### config.mk
export PLATFORM = sky130hd
export DESIGN_NAME = tdc_thrm_decoder
export DESIGN_NICKNAME = d
export VERILOG_FILES = /design/src/rtl/tdc_thrm_decoder.sv
export SDC_FILE = /design/constraint.sdc
export NUM_CORES = 1
export LEC_CHECK = 0
export BUFFER_PORTS_ARGS = -buffer_cell sky130_fd_sc_hd__buf_2
export CELL_PAD_IN_SITES_DETAIL_PLACEMENT = 0
export CELL_PAD_IN_SITES_GLOBAL_PLACEMENT = 2
export CORE_MARGIN = 1
export CORE_UTILIZATION = 39
export DETAILED_ROUTE_END_ITERATION = 12
export GPL_TIMING_DRIVEN = 0
export PLACE_DENSITY = 0.86
export RECOVER_POWER = 100
export SLEW_MARGIN = 40
export SYNTH_ARGS = -nofsm -noshare
export SYNTH_HDL_FRONTEND = slang
export SYNTH_SLANG_ARGS = --single-unit
### constraint.sdc
create_clock -name ref_clk -period 3.8 [get_ports ref_clk]
set_input_delay 0.57 -clock ref_clk [delete_from_list [all_inputs] [get_ports ref_clk]]
set_output_delay 0.57 -clock ref_clk [all_outputs]
set_load 0.02 [all_outputs]
### src/rtl/tdc_thrm_decoder.sv
`default_nettype none
// ============================================================================
// Module   : tdc_thrm_decoder
// Brief    : Decodes a sampled TDC thermometer word into a phase position, a
//            signed phase error, edge-fault flags and a hysteretic lock flag.
// Revision : 1.0 - initial release
// ============================================================================
module tdc_thrm_decoder #(
  parameter int TDC_BITS   = 64,
  parameter int POS_W      = 7,
  parameter int LOCK_WIN   = 2,
  parameter int LOCK_CNT   = 16,
  parameter int UNLOCK_CNT = 4
) (
  input  logic                ref_clk,
  input  logic                rst_n,
  input  logic [TDC_BITS-1:0] sampled_tdc,
  input  logic                tdc_en,
  input  logic [POS_W-1:0]    tdc_offset,
  output logic [POS_W-1:0]    phase_bin,
  output logic [POS_W:0]      phase_err,
  output logic                err_valid,
  output logic                edge_none,
  output logic                edge_multi,
  output logic                lock_det
);

  localparam int C_HIT_W  = $clog2(LOCK_CNT + 1);
  localparam int C_MISS_W = $clog2(UNLOCK_CNT + 1);

  typedef enum logic [1:0] {
    ST_UNLOCK = 2'd0,
    ST_ACQ    = 2'd1,
    ST_LOCK   = 2'd2
  } state_t;

  logic [TDC_BITS-1:0] r_t1;
  logic [TDC_BITS-1:0] r_b;
  logic                r_v1;
  logic                r_v2;
  logic [TDC_BITS+1:0] w_pad;
  logic [TDC_BITS-1:0] w_maj;
  logic [TDC_BITS-2:0] w_edge;
  logic [POS_W-1:0]    w_first;
  logic [POS_W-1:0]    w_bin_new;
  logic [POS_W:0]      w_err_new;
  logic                w_any;
  logic                w_multi;

  logic [POS_W-1:0]    r_phase_bin;
  logic [POS_W:0]      r_phase_err;
  logic                r_err_valid;
  logic                r_edge_none;
  logic                r_edge_multi;
  logic                r_lock_det;

  state_t              r_state;
  state_t              w_state_nxt;
  logic [C_HIT_W-1:0]  r_hit_cnt;
  logic [C_HIT_W-1:0]  w_hit_nxt;
  logic [C_MISS_W-1:0] r_miss_cnt;
  logic [C_MISS_W-1:0] w_miss_nxt;
  int                  w_err_int;
  logic                w_hit;

  // Pad so tap -1 reads as 1 and tap TDC_BITS reads as 0.
  assign w_pad = {1'b0, r_t1, 1'b1};

  for (genvar i = 0; i < TDC_BITS; i++) begin : g_maj
    assign w_maj[i] = (w_pad[i] & w_pad[i+1]) | (w_pad[i] & w_pad[i+2]) |
                      (w_pad[i+1] & w_pad[i+2]);
  end

  for (genvar i = 0; i < TDC_BITS - 1; i++) begin : g_edge
    assign w_edge[i] = r_b[i] & ~r_b[i+1];
  end

  // Descending scan so the lowest edge index is the one that sticks.
  always_comb begin
    w_first = '0;
    for (int i = TDC_BITS - 2; i >= 0; i--) begin
      if (w_edge[i]) w_first = POS_W'(i + 1);
    end
  end

  assign w_any     = |w_edge;
  assign w_multi   = |(w_edge & (w_edge - (TDC_BITS-1)'(1)));
  assign w_bin_new = w_any ? w_first : r_phase_bin;
  assign w_err_new = {w_bin_new[POS_W-1], w_bin_new} - {tdc_offset[POS_W-1], tdc_offset};

  always_ff @(posedge ref_clk or negedge rst_n) begin
    if (!rst_n) begin
      r_t1 <= '0;
      r_v1 <= 1'b0;
      r_b  <= '0;
      r_v2 <= 1'b0;
    end else begin
      if (tdc_en) r_t1 <= sampled_tdc;
      r_v1 <= tdc_en;
      r_b  <= w_maj;
      r_v2 <= r_v1;
    end
  end

  always_ff @(posedge ref_clk or negedge rst_n) begin
    if (!rst_n) begin
      r_phase_bin  <= '0;
      r_phase_err  <= '0;
      r_err_valid  <= 1'b0;
      r_edge_none  <= 1'b0;
      r_edge_multi <= 1'b0;
    end else begin
      r_err_valid <= r_v2;
      if (r_v2) begin
        r_phase_bin  <= w_bin_new;
        r_phase_err  <= w_err_new;
        r_edge_none  <= ~w_any;
        r_edge_multi <= w_multi;
      end
    end
  end

  assign w_err_int = int'($signed(r_phase_err));
  assign w_hit     = !r_edge_none && (w_err_int >= -LOCK_WIN) && (w_err_int <= LOCK_WIN);

  always_ff @(posedge ref_clk or negedge rst_n) begin
    if (!rst_n) begin
      r_state    <= ST_UNLOCK;
      r_hit_cnt  <= '0;
      r_miss_cnt <= '0;
      r_lock_det <= 1'b0;
    end else begin
      r_state    <= w_state_nxt;
      r_hit_cnt  <= w_hit_nxt;
      r_miss_cnt <= w_miss_nxt;
      r_lock_det <= (w_state_nxt == ST_LOCK);
    end
  end

  // Counters only step below their terminal value, so they cannot wrap.
  always_comb begin
    w_state_nxt = r_state;
    w_hit_nxt   = r_hit_cnt;
    w_miss_nxt  = r_miss_cnt;
    if (r_err_valid) begin
      case (r_state)
        ST_UNLOCK: begin
          if (w_hit) begin
            w_hit_nxt   = C_HIT_W'(1);
            w_state_nxt = ST_ACQ;
          end
        end
        ST_ACQ: begin
          if (!w_hit) begin
            w_hit_nxt   = '0;
            w_state_nxt = ST_UNLOCK;
          end else if (int'(r_hit_cnt) >= LOCK_CNT - 1) begin
            w_hit_nxt   = '0;
            w_state_nxt = ST_LOCK;
          end else begin
            w_hit_nxt = r_hit_cnt + C_HIT_W'(1);
          end
        end
        ST_LOCK: begin
          if (w_hit) begin
            w_miss_nxt = '0;
          end else if (int'(r_miss_cnt) >= UNLOCK_CNT - 1) begin
            w_miss_nxt  = '0;
            w_state_nxt = ST_UNLOCK;
          end else begin
            w_miss_nxt = r_miss_cnt + C_MISS_W'(1);
          end
        end
        default: begin
          w_state_nxt = ST_UNLOCK;
          w_hit_nxt   = '0;
          w_miss_nxt  = '0;
        end
      endcase
    end
  end

  assign phase_bin  = r_phase_bin;
  assign phase_err  = r_phase_err;
  assign err_valid  = r_err_valid;
  assign edge_none  = r_edge_none;
  assign edge_multi = r_edge_multi;
  assign lock_det   = r_lock_det;

endmodule
`default_nettype wire

# After elaboration in Yosys (flattened, before gate mapping)
# Index checks and enable logic that the tools add are counted.
[word_totals] ff_bits=159 in_bits=74 elab_cells=493
[classes] n_addsub=4 n_lt_le_gt_ge=4 eq_ne=4 n_mux=78 bitwise_logic=381 n_reduce_logical=9
[op_table] cell="7-bit two-way mux" n=54
[op_table] cell="1-bit AND" n=188
[op_table] cell="1-bit bitwise OR" n=126
[op_table] cell="63-bit OR reduction" n=2
[op_table] cell="1-bit inverter" n=66
[op_table] cell="63-bit AND" n=1
[op_table] cell="63-bit by 1-bit subtractor with 63-bit output, second input constant" n=1
[op_table] cell="6-bit two-way mux" n=10
[op_table] cell="5-bit two-way mux" n=3
[op_table] cell="5-bit case mux with 3 select lines" n=1
[op_table] cell="2-bit two-way mux" n=6
[op_table] cell="8-bit by 2-bit greater-or-equal comparator with 1-bit output, second input constant" n=1
[op_table] cell="8-bit by 3-bit less-or-equal comparator with 1-bit output, second input constant" n=1
[op_table] cell="7-bit by 7-bit subtractor with 8-bit output" n=1
[op_table] cell="3-bit two-way mux" n=2
[op_table] cell="2-bit case mux with 3 select lines" n=1
[op_table] cell="3-bit case mux with 2 select lines" n=1
[op_table] cell="5-bit by 1-bit adder with 5-bit output, second input constant" n=1
[op_table] cell="5-bit by 4-bit greater-or-equal comparator with 1-bit output, second input constant" n=1
[op_table] cell="2-bit equality test, second input constant" n=2
[op_table] cell="3-bit by 1-bit adder with 3-bit output, second input constant" n=1
[op_table] cell="3-bit by 2-bit greater-or-equal comparator with 1-bit output, second input constant" n=1
[op_table] cell="3-bit AND reduction" n=1
[op_table] cell="2-bit by 1-bit equality test with 1-bit output, second input constant" n=1
[op_table] cell="6 further kinds" n=7

# Logic depth before layout (Yosys ltp)
[logic_depth] ltp_word=67 mapped_depth=19 mapped_depth_nobuf=18

# Worst setup path before layout
# No wires, ideal clock.
[synth_timing] kind="register to register" from="register r_b[13]" to="register r_phase_err[6] (netlist: phase_err[6])" setup_ns=0.125 arrival_ns=3.345 setup_slack_ns=0.330 stages_incl_launch_ff=16 cell_sequence="dfrtp_1 -> o21ai_0 -> o311ai_0 -> a211oi_1 -> a211oi_1 -> or3_1 -> a32oi_1 -> nor3_1 -> a21o_1 -> fa_1 -> a21o_1 -> a21o_1 -> a21o_1 -> a21oi_1 -> xnor2_1 -> mux2_2"
[synth_between] elab_chain_len=17 word_cells_on_any_way=20 cone_classes="add/sub (1); mux (15); bitwise (3); reduce/logical (1)"
[synth_rtl] element="start, declared" line_no="38" text="logic [TDC_BITS-1:0] r_b;"
[synth_rtl] element="start signal, assigned" line_no="100" text="r_b <= w_maj;"
[synth_rtl] element="1-bit AND / 1-bit inverter (equally long branches)" line_no="75" text="assign w_edge[i] = r_b[i] & ~r_b[i+1];"
[synth_rtl] element="7-bit two-way mux / 1-bit AND (equally long branches)" line_no="82, 75"
[synth_rtl] element="7-bit two-way mux (13 in a row)" line_no="82" text="if (w_edge[i]) w_first = POS_W'(i + 1);"
[synth_rtl] element="7-bit two-way mux (*)" line_no="88" text="assign w_bin_new = w_any ? w_first : r_phase_bin;"
[synth_rtl] element="net w_bin_new[1]" line_no="45" text="logic [POS_W-1:0] w_bin_new;"
[synth_rtl] element="7-bit by 7-bit subtractor with 8-bit output (*)" line_no="89" text="assign w_err_new = {w_bin_new[POS_W-1], w_bin_new} - {tdc_offset[POS_W-1], tdc_offset};"
[synth_rtl] element="end signal, assigned" line_no="116" text="r_phase_err <= w_err_new;"
[synth_rtl] element="end, declared" line_no="51" text="logic [POS_W:0] r_phase_err;"
# The timed path passes the listed nets; every way through them passes the cells marked *.
# A chain may end at the register's enable or synchronous reset.

# Worst setup path after layout
[layout_timing] from="register r_b[14]" to="register r_phase_err[5] (netlist: phase_err[5])"
[layout_between] elab_chain_len=18 word_cells_on_any_way=21 cone_classes="add/sub (1); mux (16); bitwise (3); reduce/logical (1)"
[layout_rtl] element="1-bit AND / 1-bit inverter (equally long branches)" line_no="75"
[layout_rtl] element="7-bit two-way mux / 1-bit AND (equally long branches)" line_no="82, 75"
[layout_rtl] element="7-bit two-way mux (14 in a row)" line_no="82"
[layout_rtl] element="7-bit two-way mux (*)" line_no="88"
[layout_rtl] element="net w_bin_new[1]" line_no="45"
[layout_rtl] element="7-bit by 7-bit subtractor with 8-bit output (*)" line_no="89"
# Marked as above.

==> results.py <==
metrics = {
    "worst_setup_path": {
        "ff2ff_setup_slack_ns": 0.13,
        "cp_common_cell": "a21o_1",
        "worstSetupEndpoint": "phase_err[5]",
        "cp.required_ns": 4.10,
        "crit_slowest_cell": "dfrtp_2",
        "timing.rr.end": "phase_err[5]",
        "crit_path_max_fanout": 9,
        "cp-end-kind": "flip-flop",
        "crit_arrival_ns": 3.97,
        "cp_cell_sequence": "buf_4 > o31a_1 > o31ai_4 > nand4_4 > nor3_4 > and4_1 > buf_6 > a21o_1 > ha_1 > a21o_1 > a21o_1 > a21o_1 > a21o_1 > xor2_1 > mux2_2",
        "critPathLaunch": "r_b[14]",
        "max_stage_delay_ns": 0.43,
        "reg2reg_from": "r_b[14]",
        "critPathLaunchType": "flip-flop",
        "critPathKind": "flip-flop to flip-flop",
        "rr_worst_depth": 15,
    },
    "global_route": {
        "grt_pass1_wl_mm": 32.2,
        "grt_pass1_vias": 6396,
        "grt_overflow": 0,
        "grt_start_max_net_pins": 72,
        "antenna_found_initial": 0,
        "grt_use_total": 0.182,
    },
    "yosys": {
        "synth.area.top_cells": "dfrtp_1 (46%), mux2_2 (9.1%), maj3_1 (7.3%)",
        "synth_cells": 801,
        "syn_avg_cell_area_um2": 10.8,
        "synth_top_family_by_area": "simple AND/OR/NAND/NOR gates",
        "seq_area_frac_synth": 0.462,
        "synth-xor-area-share": 0.00508,
        "synth_cell_types": 82,
        "syn_area_um2": 8620,
        "synthSimpleGateAreaFrac": 0.162,
        "synth-seq-cells": 159,
        "yosysWarnings": 0,
        "synth_async_sr_flop_share": 1.00,
        "synth_compound_area_frac": 0.158,
        "synth_common_cells": "dfrtp_1 (159), mux2_2 (70), maj3_1 (63)",
        "yosysMostFrequentCell": "dfrtp_1",
        "synth.mux.area_fraction": 0.0978,
        "netlist.area_leader.share": 0.462,
        "synth_fa_ha_area_frac": 0.0915,
        "yosysTopAreaCell": "dfrtp_1",
        "synthFlopType": "dfrtp_1",
        "synth-edff-count": 0,
        "syn_nets": 887,
    },
    "placement": {
        "placed_area_um2": 9500,
        "gp_congestion": 0.924,
        "hpwl_mm": 14.5,
        "place_inst": 1175,
        "port_buffers": 92,
    },
    "clocking": {
        "htree_levels": 4,
        "cts_buffers": 17,
        "root_buffer": "clkbuf_16",
        "cts_sinks": 159,
        "worstSkewPairLatency_ns": 0.43,
        "clockBufferDepth": 2,
        "clkTransAtPathRegs_ns": 0.06,
        "cts_tree": "done",
    },
    "layout": {
        "fillCellCount": 2097,
        "utilization": 0.476,
        "layout.cells.non_filler": 1232,
        "n_antenna_cell": 0,
        "final_nets": 1025,
        "drive_gt1_frac": 0.267,
        "regArea_um2": 3990,
        "syn_to_final_growth_pct": 20.1,
        "final_area_um2": 10400,
        "multiInputGateArea_um2": 4540,
    },
    "die": {
        "core-area_um2": 21800,
        "die_y_um": 151,
        "die_w_um": 151,
        "fp-row-count": 54,
        "start_util": 0.396,
        "io_pins": 93,
        "dieArea_um2": 22700,
    },
    "detailed_routing": {
        "initialDrtViolationCount": 269,
        "drc": 0,
        "drt-vias-per-instance": 5.31,
        "ant_nets": 0,
        "routed_wl_mm": 19.4,
        "wl_per_cell_um": 15.7,
        "num_vias": 6540,
        "first_pass_iters": 5,
    },
    "power": {
        "power_frac_comb": 0.249,
        "p_sw_mw": 1.67,
        "peakVddDrop_v": 0.000253,
        "clkPwrFrac": 0.335,
        "p_leak_nw": 4.35,
        "p_sw_frac": 0.318,
        "cellPowerDensity_nw_per_um2": 508,
        "pwr-share-seq": 0.416,
        "internal_power_mw": 3.59,
    },
    "timing": {
        "final-setup-viol-count": 0,
        "finalMaxSlewViolations": 0,
        "worstMarginPinSlew_ns": 1.41,
        "maxSlewHeadroom": 0.0606,
        "fmax_ghz": 0.273,
        "fin_crit_sh": 0.965,
        "finClkSkew_ns": 0.00896,
        "hold_viol_final": 0,
        "fin_crit_ns": 3.67,
        "hold_ws_ns": 0.278,
    },
    "flow_run": {
        "max_cap_viol_count": 0,
    },
    "min_path": {
        "hold_class": "input pin to flip-flop",
    },
    "outcome": {
        "run_status": "complete, no violations",
    },
}
-- logic make-up after synthesis --
| group | after synthesis |
|---|---|
| muxes | 74 |
| adders and majority gates | 75 |
| AOI/OAI and AO/OA | 188 |
| and+or+nand+nor | 254 |
| DFF | 159 |
| xor gates and xnor gates | 5 |
| buffers and inverters | 46 |
-- area by class of cell --
| type | instances | area share |
|---|---|---|
| inverters | 30 | 0.0109 |
| repair buffers | 120 | 0.0644 |
| multi-input cells | 596 | 0.438 |
| well taps | 280 | 0.0338 |
| flip-flops and latches | 159 | 0.385 |
| plain buffers | 15 | 0.00761 |
| clock inverters | 10 | 0.0118 |
| clock buffers | 22 | 0.0477 |
-- metal layers --
metal | track usage | wire length, µm | vias up
li1 | - | - | 3259
met1 | 0.249 | 9600 | 3126
met2 | 0.282 | 8620 | 125
met3 | 0.0367 | 715 | 30
met4 | 0.0710 | 448 | 0
met5 | 0 | 0 | -
-- timing repair --
| item | 4_1_cts | 5_1_grt |
|---|---|---|
| resized for setup | 17 | 25 |
| pin swaps | 5 | 21 |
| setup buffers | 3 | 22 |
| hold endpoints to repair | 24 | 0 |
| hold buffers | 1 | 0 |
| endpoints found under the setup margin | 4 | 3 |
-- worst max-delay path: cells and delay by family (launching register included) --
| kind | cells | cell delay [ns] |
|---|---|---|
| compound gates | 7 | 1.50 |
| xor+xnor | 1 | 0.14 |
| fa+ha+maj | 1 | 0.23 |
| buf+inv | 2 | 0.28 |
| flops | 1 | 0.43 |
| mux | 1 | 0.26 |
| simple gates | 3 | 0.71 |
-- cell usage in the layout, fill, tap and decap left out, types with 6 or more instances in the layout --
cell         n
clkbuf_1    32
nand3_1     20
o22ai_1      8
o31ai_1      8
mux2_2      70
nand2_1     53
o211ai_1     9
o21ai_0     35
and3_1       9
a21oi_1     30
ha_1        11
inv_1       30
clkbuf_16   17
nor3_1       9
dfrtp_1    151
nor2_1      45
nor2b_1     30
o2bb2ai_1    6
buf_2       71
dfrtp_2      8
maj3_1      63
and2_1       6
nand2b_1    29
a21o_1      14
nand4_1      8
buf_4       27
-- how the worst min path moves through the flow --
stage                     cells after the start    endpoint  slack [ns]    from
after CTS                                     1        r_v1        0.26  tdc_en
after global placement                        0        r_v2        0.33    r_v1
after detailed placement                      0        r_v2        0.34    r_v1
after global routing                          1        r_v1        0.26  tdc_en
after floorplan                               0  edge_multi        0.27   rst_n
final                                         1        r_v1        0.28  tdc_en
-- metrics by stage --
step                setup TNS (ns)  total power, mW  worst slack [ns]
floorplan                        0             3.03             0.330
global placement            -32.75             3.42            -0.462
detailed placement           -1.16             3.43            -0.453
CTS                              0             5.27           0.00449
global route               -0.0151             5.58          -0.00946
finish                           0             5.26             0.132
-- registers in the layout, summed over array words and instances, names as in the netlist --
register and cells:
edge_multi 1, edge_none 1, err_valid 1, lock_det 1, phase_bin 7, phase_err 8, r_b 64, r_hit_cnt 5
r_miss_cnt 3, r_state 2, r_t1 64, r_v1 1, r_v2 1
-- power by group through the flow --
stage / logic [mW] / clock network [mW] / registers, mW
2_1_floorplan: 0.838 / 0 / 2.20
3_3_place_gp: 1.21 / 0 / 2.21
3_5_place_dp: 1.22 / 0 / 2.21
4_1_cts: 1.26 / 1.83 / 2.19
5_1_grt: 1.45 / 1.90 / 2.23
6_report: 1.31 / 1.76 / 2.19
No activity file was read; power rests on OpenSTA's default activity.
